File: config.mk
export PLATFORM = sky130hd
export DESIGN_NAME = mp_register_file_flat
export DESIGN_NICKNAME = d
export VERILOG_FILES = /design/src/rtl/mp_register_file_if.sv /design/src/rtl/mp_register_file.sv /design/src/flat_wrapper.sv
export SDC_FILE = /design/constraint.sdc
export NUM_CORES = 2
export LEC_CHECK = 0
export ABC_AREA = 0
export ABC_CLOCK_PERIOD_IN_PS = 47400
export CAP_MARGIN = 10
export CORE_MARGIN = 2
export CORE_UTILIZATION = 35
export CTS_BUF_LIST = sky130_fd_sc_hd__clkbuf_4
export CTS_CLUSTER_DIAMETER = 120
export DETAILED_ROUTE_END_ITERATION = 10
export PLACE_DENSITY = 0.46
export SYNTH_ARGS = -nofsm -noshare
export SYNTH_HDL_FRONTEND = slang
export SYNTH_SLANG_ARGS = --single-unit
File: constraint.sdc
create_clock -name clk -period 47.4 [get_ports clk]
set_input_delay 9.48 -clock clk [delete_from_list [all_inputs] [get_ports clk]]
set_output_delay 9.48 -clock clk [all_outputs]
set_load 0.01 [all_outputs]
File: src/rtl/mp_register_file_if.sv
// Bus bundle for mp_register_file: read ports, write/reservation controls and
// the register-dump stream. Widths follow the register-file parameters.
interface mp_register_file_if #(
  parameter int DATA_W   = 32,
  parameter int NUM_REGS = 32,
  parameter int NUM_RD   = 2
);
  localparam int AW = $clog2(NUM_REGS);

  logic [NUM_RD*AW-1:0]     rs;
  logic [NUM_RD*DATA_W-1:0] readData;
  logic [NUM_RD-1:0]        busy;
  logic                     RegWrite;
  logic [AW-1:0]            wr_addr;
  logic [DATA_W-1:0]        WriteData;
  logic                     resv_en;
  logic [AW-1:0]            resv_addr;
  logic                     dump_start;
  logic                     dump_valid;
  logic                     dump_ready;
  logic [AW-1:0]            dump_addr;
  logic [DATA_W-1:0]        dump_data;
  logic                     dump_done;

  // Dump handshake: a beat transfers on a rising clk where dump_valid and
  // dump_ready are both 1; while dump_valid=1 and dump_ready=0 the producer
  // holds dump_addr, and dump_valid never drops until the beat is taken.
  modport master (
    output rs, RegWrite, wr_addr, WriteData, resv_en, resv_addr,
           dump_start, dump_ready,
    input  readData, busy, dump_valid, dump_addr, dump_data, dump_done
  );

  modport slave (
    input  rs, RegWrite, wr_addr, WriteData, resv_en, resv_addr,
           dump_start, dump_ready,
    output readData, busy, dump_valid, dump_addr, dump_data, dump_done
  );
endinterface

File: src/rtl/mp_register_file.sv
// Multi-read-port register file with write bypass, per-register pending
// (reservation) bits and a valid/ready sequential dump of all registers.
module mp_register_file #(
  parameter int DATA_W   = 32,
  parameter int NUM_REGS = 32,
  parameter int NUM_RD   = 2,
  parameter int ZERO_R0  = 1
) (
  input  logic                clk,
  input  logic                rst,
  mp_register_file_if.slave   bus,
  output logic [1:0]          dbg_state_o
);
  localparam int AW = $clog2(NUM_REGS);

  typedef enum logic [1:0] {
    S_IDLE   = 2'd0,
    S_STREAM = 2'd1,
    S_DONE   = 2'd2
  } dump_state_e;

  logic [DATA_W-1:0]   regs_q [NUM_REGS];
  logic [NUM_REGS-1:0] pend_q, pend_d;
  dump_state_e         state_q, state_d;
  logic [AW-1:0]       idx_q, idx_d;
  logic                wr_en;

  assign wr_en = bus.RegWrite && !((ZERO_R0 != 0) && (bus.wr_addr == '0));

  always_ff @(posedge clk or posedge rst) begin
    if (rst) begin
      for (int j = 0; j < NUM_REGS; j++) regs_q[j] <= '0;
    end else if (wr_en) begin
      regs_q[bus.wr_addr] <= bus.WriteData;
    end
  end

  // Set is applied after clear so a same-address reservation wins.
  always_comb begin
    pend_d = pend_q;
    if (bus.RegWrite) pend_d[bus.wr_addr] = 1'b0;
    if (bus.resv_en) pend_d[bus.resv_addr] = 1'b1;
    if (ZERO_R0 != 0) pend_d[0] = 1'b0;
  end

  always_ff @(posedge clk or posedge rst) begin
    if (rst) pend_q <= '0;
    else     pend_q <= pend_d;
  end

  for (genvar gi = 0; gi < NUM_RD; gi++) begin : g_rd
    logic [AW-1:0] ra;
    logic          r0_hit;
    logic          wr_hit;
    assign ra     = bus.rs[gi*AW +: AW];
    assign r0_hit = (ZERO_R0 != 0) && (ra == '0);
    assign wr_hit = bus.RegWrite && (bus.wr_addr == ra);
    assign bus.readData[gi*DATA_W +: DATA_W] =
      r0_hit ? '0 : ((wr_en && wr_hit) ? bus.WriteData : regs_q[ra]);
    assign bus.busy[gi] = pend_q[ra] && !wr_hit;
  end

  always_comb begin
    state_d        = state_q;
    idx_d          = idx_q;
    bus.dump_valid = 1'b0;
    bus.dump_done  = 1'b0;
    case (state_q)
      S_IDLE: begin
        if (bus.dump_start) begin
          state_d = S_STREAM;
          idx_d   = '0;
        end
      end
      S_STREAM: begin
        bus.dump_valid = 1'b1;
        if (bus.dump_ready) begin
          if (idx_q == AW'(NUM_REGS - 1)) state_d = S_DONE;
          else                            idx_d   = idx_q + AW'(1);
        end
      end
      S_DONE: begin
        bus.dump_done = 1'b1;
        state_d       = S_IDLE;
        idx_d         = '0;
      end
      default: begin
        state_d = S_IDLE;
        idx_d   = '0;
      end
    endcase
  end

  always_ff @(posedge clk or posedge rst) begin
    if (rst) begin
      state_q <= S_IDLE;
      idx_q   <= '0;
    end else begin
      state_q <= state_d;
      idx_q   <= idx_d;
    end
  end

  // Dump data is the stored value only; in-flight writes show up a cycle later.
  assign bus.dump_addr = idx_q;
  assign bus.dump_data = (state_q == S_STREAM) ? regs_q[idx_q] : '0;
  assign dbg_state_o   = state_q;
endmodule
File: src/flat_wrapper.sv
// flat-port wrapper written by rule: the top's interface ports become plain ports
module mp_register_file_flat 
#(
  parameter int DATA_W   = 32,
  parameter int NUM_REGS = 32,
  parameter int NUM_RD   = 2,
  parameter int ZERO_R0  = 1
)
  (clk, rst, dbg_state_o, bus_rs, bus_RegWrite, bus_wr_addr, bus_WriteData, bus_resv_en, bus_resv_addr, bus_dump_start, bus_dump_ready, bus_readData, bus_busy, bus_dump_valid, bus_dump_addr, bus_dump_data, bus_dump_done);
  mp_register_file_if #(.DATA_W(DATA_W), .NUM_REGS(NUM_REGS), .NUM_RD(NUM_RD)) bus_i ();
  input  logic clk;
  input  logic rst;
  output logic [1:0] dbg_state_o;
  input wire logic [$bits(bus_i.rs)-1:0] bus_rs;
  input wire logic [$bits(bus_i.RegWrite)-1:0] bus_RegWrite;
  input wire logic [$bits(bus_i.wr_addr)-1:0] bus_wr_addr;
  input wire logic [$bits(bus_i.WriteData)-1:0] bus_WriteData;
  input wire logic [$bits(bus_i.resv_en)-1:0] bus_resv_en;
  input wire logic [$bits(bus_i.resv_addr)-1:0] bus_resv_addr;
  input wire logic [$bits(bus_i.dump_start)-1:0] bus_dump_start;
  input wire logic [$bits(bus_i.dump_ready)-1:0] bus_dump_ready;
  output wire logic [$bits(bus_i.readData)-1:0] bus_readData;
  output wire logic [$bits(bus_i.busy)-1:0] bus_busy;
  output wire logic [$bits(bus_i.dump_valid)-1:0] bus_dump_valid;
  output wire logic [$bits(bus_i.dump_addr)-1:0] bus_dump_addr;
  output wire logic [$bits(bus_i.dump_data)-1:0] bus_dump_data;
  output wire logic [$bits(bus_i.dump_done)-1:0] bus_dump_done;
  assign bus_i.rs = bus_rs;
  assign bus_i.RegWrite = bus_RegWrite;
  assign bus_i.wr_addr = bus_wr_addr;
  assign bus_i.WriteData = bus_WriteData;
  assign bus_i.resv_en = bus_resv_en;
  assign bus_i.resv_addr = bus_resv_addr;
  assign bus_i.dump_start = bus_dump_start;
  assign bus_i.dump_ready = bus_dump_ready;
  assign bus_readData = bus_i.readData;
  assign bus_busy = bus_i.busy;
  assign bus_dump_valid = bus_i.dump_valid;
  assign bus_dump_addr = bus_i.dump_addr;
  assign bus_dump_data = bus_i.dump_data;
  assign bus_dump_done = bus_i.dump_done;
  mp_register_file #(.DATA_W(DATA_W), .NUM_REGS(NUM_REGS), .NUM_RD(NUM_RD), .ZERO_R0(ZERO_R0)) u_core (.clk(clk), .rst(rst), .bus(bus_i), .dbg_state_o(dbg_state_o));
endmodule
# ---- Word-level counts from Yosys, hierarchy flattened
# Cells that the tools add are included.
dict set report totals {
  regBits 1062
  inputBits 58
  out_inout_bits 107
  word_cells 119
}
dict set report op_classes {
  add_sub_neg 1
  order_cmp 11
  n_eq_ne 9
  n_mux 37
  bitwise_logic 7
  reduce_logical 19
}
# operator count
set op_table {}
lappend op_table {{bitwise mux 1024 bit} 1}
lappend op_table {{binary-select mux 32 bit (select 5 bit)} 3}
lappend op_table {{two-way mux 32 bit} 14}
lappend op_table {{demux 32 bit (select 5 bit)} 1}
lappend op_table {{bitwise AND 32 bit} 1}
lappend op_table {{inverter 32 bit} 1}
lappend op_table {{bitwise OR 32 bit} 1}
lappend op_table {{greater-or-equal comparator 6 bit, second input constant} 4}
lappend op_table {{< comparator 5 x 6 -> 1 bit, second input constant} 4}
lappend op_table {{inverter 5 -> 6 bit} 4}
lappend op_table {{logical NOT 5 bit} 3}
lappend op_table {{two-way mux 5 bit} 3}
lappend op_table {{binary-select mux 1 bit (select 5 bit)} 2}
lappend op_table {{demux 1 bit (select 5 bit)} 2}
lappend op_table {{equality test 5 bit} 2}
lappend op_table {{greater-or-equal comparator 5 x 1 -> 1 bit, second input constant} 2}
lappend op_table {{logical AND 1 bit} 10}
lappend op_table {{case mux 5 bit (2 select lines)} 1}
lappend op_table {{< comparator 6 x 1 -> 1 bit, second input constant} 1}
lappend op_table {{two-way mux 1 bit} 6}
lappend op_table {{two-way mux 2 bit} 3}
lappend op_table {{!= test 2 bit, second input constant} 3}
lappend op_table {{AND reduction 3 bit} 2}
lappend op_table {{adder 5 x 1 -> 5 bit, second input constant} 1}
lappend op_table {{other kinds (7)} 9}

# ---- Logic depth before layout (Yosys ltp)
dict set report depth {
  depth_word 9
  mapped_depth 10
  mapped_depth_nobuf 7
}

# ---- Worst setup path after synthesis
# Ideal clock, no wire load.
dict set report synth_timing {
  kind {input to output}
  start {input port bus_rs[0]}
  end {output port bus_readData[30]}
  t_arrival_ps 11083
  required_time_ps 37920
  slack_ps 26837
  stages 8
  path_buffers 3
  cell_sequence {buf_2 -> buf_2 -> buf_4 -> mux4_2 -> a22oi_1 -> a21boi_0 -> o21ai_1 -> o31ai_1}
}
dict set report synth_between {
  elab_chain_cells 6
  elab_cells_between_ends 10
  classes_between {eq/ne (1); mux (5); bitwise (1); reduce/logical (3)}
}
# element line_no
set synth_lines {}
lappend synth_lines {{from (decl)} flat_wrapper.sv:14} ;# input wire logic [$bits(bus_i.rs)-1:0] bus_rs;
lappend synth_lines {{inverter 5 -> 6 bit (not written as such)} mp_register_file.sv:59} ;# r0_hit ? '0 : ((wr_en && wr_hit) ? bus.WriteData : regs_q[ra]);
lappend synth_lines {{binary-select mux 32 bit (select 5 bit)} mp_register_file.sv:59}
lappend synth_lines {{two-way mux 32 bit (not written as such) (2 in series)} mp_register_file.sv:59}
lappend synth_lines {{two-way mux 32 bit} mp_register_file.sv:59}
lappend synth_lines {{two-way mux 32 bit (*)} mp_register_file.sv:59}
lappend synth_lines {{to (decl)} flat_wrapper.sv:22} ;# output wire logic [$bits(bus_i.readData)-1:0] bus_readData;
# Every way passes the cells marked *; elsewhere a longest branch is shown, timed or not. The select of a mux whose other input is x is not followed.

# ---- Worst setup path in the final report
dict set report layout_timing {
  start {input port bus_rs[4]}
  end {output port bus_readData[26]}
}
# Same word-level chain as after synthesis.

==> reports/results.ini <==
[status]
status = finished clean

[routing]
ant_nets = 0
drtPass1Iterations = 6
drt-wirelength-per-cell_um = 34.9
vias_per_cell = 6.20
drc_errors = 0
wl_um = 252000
drt_first_iter_violations = 3781
vias = 44800

[clock_network]
path_clk_slew_ns = 0.06
cts-root-buf = clkbuf_4
cts_tree = yes
cts.sinks = 1062
numCtsBuffers = 337
post-cts-setup-buffers = 0
ctsResizeCount = 0
postCtsHoldBufs = 0
worstSkewPairLatency_ns = 1.36
htreeDepth = 5
clock_path_buffers = 4

[layout]
mostFrequentLayoutCell = dfrtp_1
layout-drive-gt1-share = 0.511
nFillCells = 17600
nets = 4642
final_cell_mix = 1,057 x dfrtp_1, 1,039 x mux2_2, 721 x mux4_2
syn_to_final_growth_pct = 11.3
final_core_util = 0.391

[global_route]
grt_pass1_wl_um = 361000
gr-total-overflow = 0
grt_max_degree = 106
grt_pass1_vias = 46600
antenna_found_initial = 10
grtUsageTotal = 0.266

[synthesis]
yosys_warnings = 0
yosysUniqueCellTypes = 54
synthArstFlopShare = 1.00
seq_area_frac_synth = 0.409
synth_flop_cell = dfrtp_1
syn_avg_cell_area_um2 = 14.5
syn_inst = 4485
yosys_register_bits = 1062
synth_edf_count = 0
syn_nets = 4545
synth_area_mm2 = 0.0649

[worst_setup_path]
cp.arrival_ns = 14.07
critPathLaunchType = input port
cp_max_fo = 35
endpoint_kind = output port
worstPathRequired_ns = 37.92
path_class = input port to output port

[sta]
fin_crit_sh = 0.497
finalClockSkew_ns = 0.0542
finalSetupTns_ns = 0
timing.fmax_mhz = 42.5
slew_headroom = 0.135
fin_ws_ns = 23.85
setup_violations = 0
hold_violations = 0
rsz0062_at_grt = no
slew_viol_final = 0
fin_crit_ns = 23.55
tightest_slew_ns = 1.29

[min_path]
hold_path_class = flop to flop

[placed_design]
dpl.hpwl_um = 135000
gp_congestion = 0.769
portBuffers = 164
place_ws_ns = 23.78

[die]
die_width_um = 435
io_pins = 165
row_count = 158
initial_core_util = 0.351
die_area_mm2 = 0.189
fp.dieH_um = 435
design.core.area_mm2 = 0.185

[pwr]
switching_share = 0.334
p_sw_w = 0.00108
combPwrFrac = 0.330
total_power_w = 0.00321
leakage_nw = 29.9
pwr-share-clk = 0.274
powerDensity_mw_per_mm2 = 44.5
pwr-share-seq = 0.396
p_int_w = 0.00214
ir_worst_vdd_uv = 24.9

[run]
cap_viol_max_count = 0

-- final cells by class --
cell class	count	area (µm²)	area share
Sequential cell	1062	26600	0.368
Tap cell	2480	3100	0.0430
Antenna cell	4	10.0	0.000139
Inverter	36	143	0.00197
Timing Repair Buffer	296	2740	0.0379
Multi-Input combinational cell	2849	36000	0.498
Clock inverter	49	265	0.00367
Clock buffer	458	3440	0.0476
-- logic make-up (layout without fill, tap and decap cells) --
| family | count (synthesis) | in the layout | share of synthesized area |
|---|---|---|---|
| multiplexers | 1963 | 1963 | 0.462 |
| flip-flops | 1062 | 1062 | 0.409 |
| buffers and inverters | 574 | 839 | 0.0423 |
| AO/OA/AOI/OAI | 498 | 498 | 0.0573 |
| AND/OR/NAND/NOR | 374 | 374 | 0.0277 |
| XOR/XNOR | 12 | 12 | 0.00162 |
| adder cells (fa/ha/maj) | 2 | 2 | 0.000385 |
| other | 0 | 4 | 0 |
-- stage by stage --
| stage | std cells | hold WS (ns) | cell area (µm²) |
|---|---|---|---|
| global placement | 6721 | 0.402 | 68500 |
| global route | 7233 | 0.435 | 72200 |
| finish | 7234 | 0.418 | 72200 |
| detailed placement | 6721 | 0.405 | 68500 |
| floorplan | 4485 | 0.462 | 64900 |
| CTS | 7228 | 0.419 | 72200 |
-- registers in the layout (all words and copies together), names as in the netlist --
register / count
u_core.dbg_state_o: 2
u_core.bus.dump_addr: 5
u_core.pend_q: 31
u_core.regs_q: 1024
-- critical path: stages --
cell and delay [ns]:
clkdlybuf4s50_1 1.14, nand2b_4 0.73, buf_4 0.69, nor2_1 0.10, or3_1 0.37, a311oi_1 0.77
clkdlybuf4s50_1 0.68
-- final timing paths --
| path | from | end | slack [ns] | depth (start not counted) |
|---|---|---|---|---|
| setup / recovery | bus_rs[4] | bus_readData[26] | 23.85 | 7 |
| max in group asynchronous | rst | u_core.regs_q[857]$_DFFE_PP0P_ | 34.91 | 6 |
| setup reg to reg | u_core.bus.dump_addr[0]$_DFFE_PP0P_ | u_core.bus.dump_addr[3]$_DFFE_PP0P_ | 44.46 | 8 |
| min in group asynchronous | rst | u_core.regs_q[420]$_DFFE_PP0P_ | 8.69 | 2 |
| hold / removal | u_core.regs_q[995]$_DFFE_PP0P_ | u_core.regs_q[995]$_DFFE_PP0P_ | 0.42 | 0 |
| hold reg to reg | u_core.regs_q[995]$_DFFE_PP0P_ | u_core.regs_q[995]$_DFFE_PP0P_ | 0.42 | 0 |
-- routing by layer --
| metal | routed length (µm) | GRT usage |
|---|---|---|
| met5 | 0 | 0 |
| met4 | 8760 | 0.0948 |
| met3 | 14300 | 0.0452 |
| met2 | 124000 | 0.440 |
| met1 | 106000 | 0.350 |
-- cell usage after synthesis (31+ instances only) --
library cell / instances / area (µm²)
o22a_1: 36 / 315
buf_2: 180 / 901
o211a_1: 31 / 310
buf_4: 43 / 323
o22ai_1: 88 / 551
o21ai_1: 33 / 165
mux2_2: 1039 / 11700
o221ai_1: 31 / 272
inv_1: 36 / 135
o21ai_0: 49 / 245
clkbuf_1: 268 / 1010
a221oi_1: 36 / 315
nor3_1: 109 / 546
mux2i_1: 203 / 2030
o211ai_1: 98 / 736
mux4_2: 721 / 16200
nand2_1: 43 / 161
dfrtp_1: 1062 / 26600
a22oi_1: 38 / 285
nor2_1: 119 / 447
nand3_1: 41 / 205
-- power groups by stage --
stage                     logic, W  clock network (W)  registers, W
after CTS                  0.00107           0.000913       0.00127
after floorplan           0.000804                  0       0.00120
after detailed placement   0.00107                  0       0.00128
after global placement     0.00106                  0       0.00127
final                      0.00106           0.000881       0.00127
after global routing       0.00112           0.000963       0.00130
Note: power is estimated with default switching activity, not from simulation.
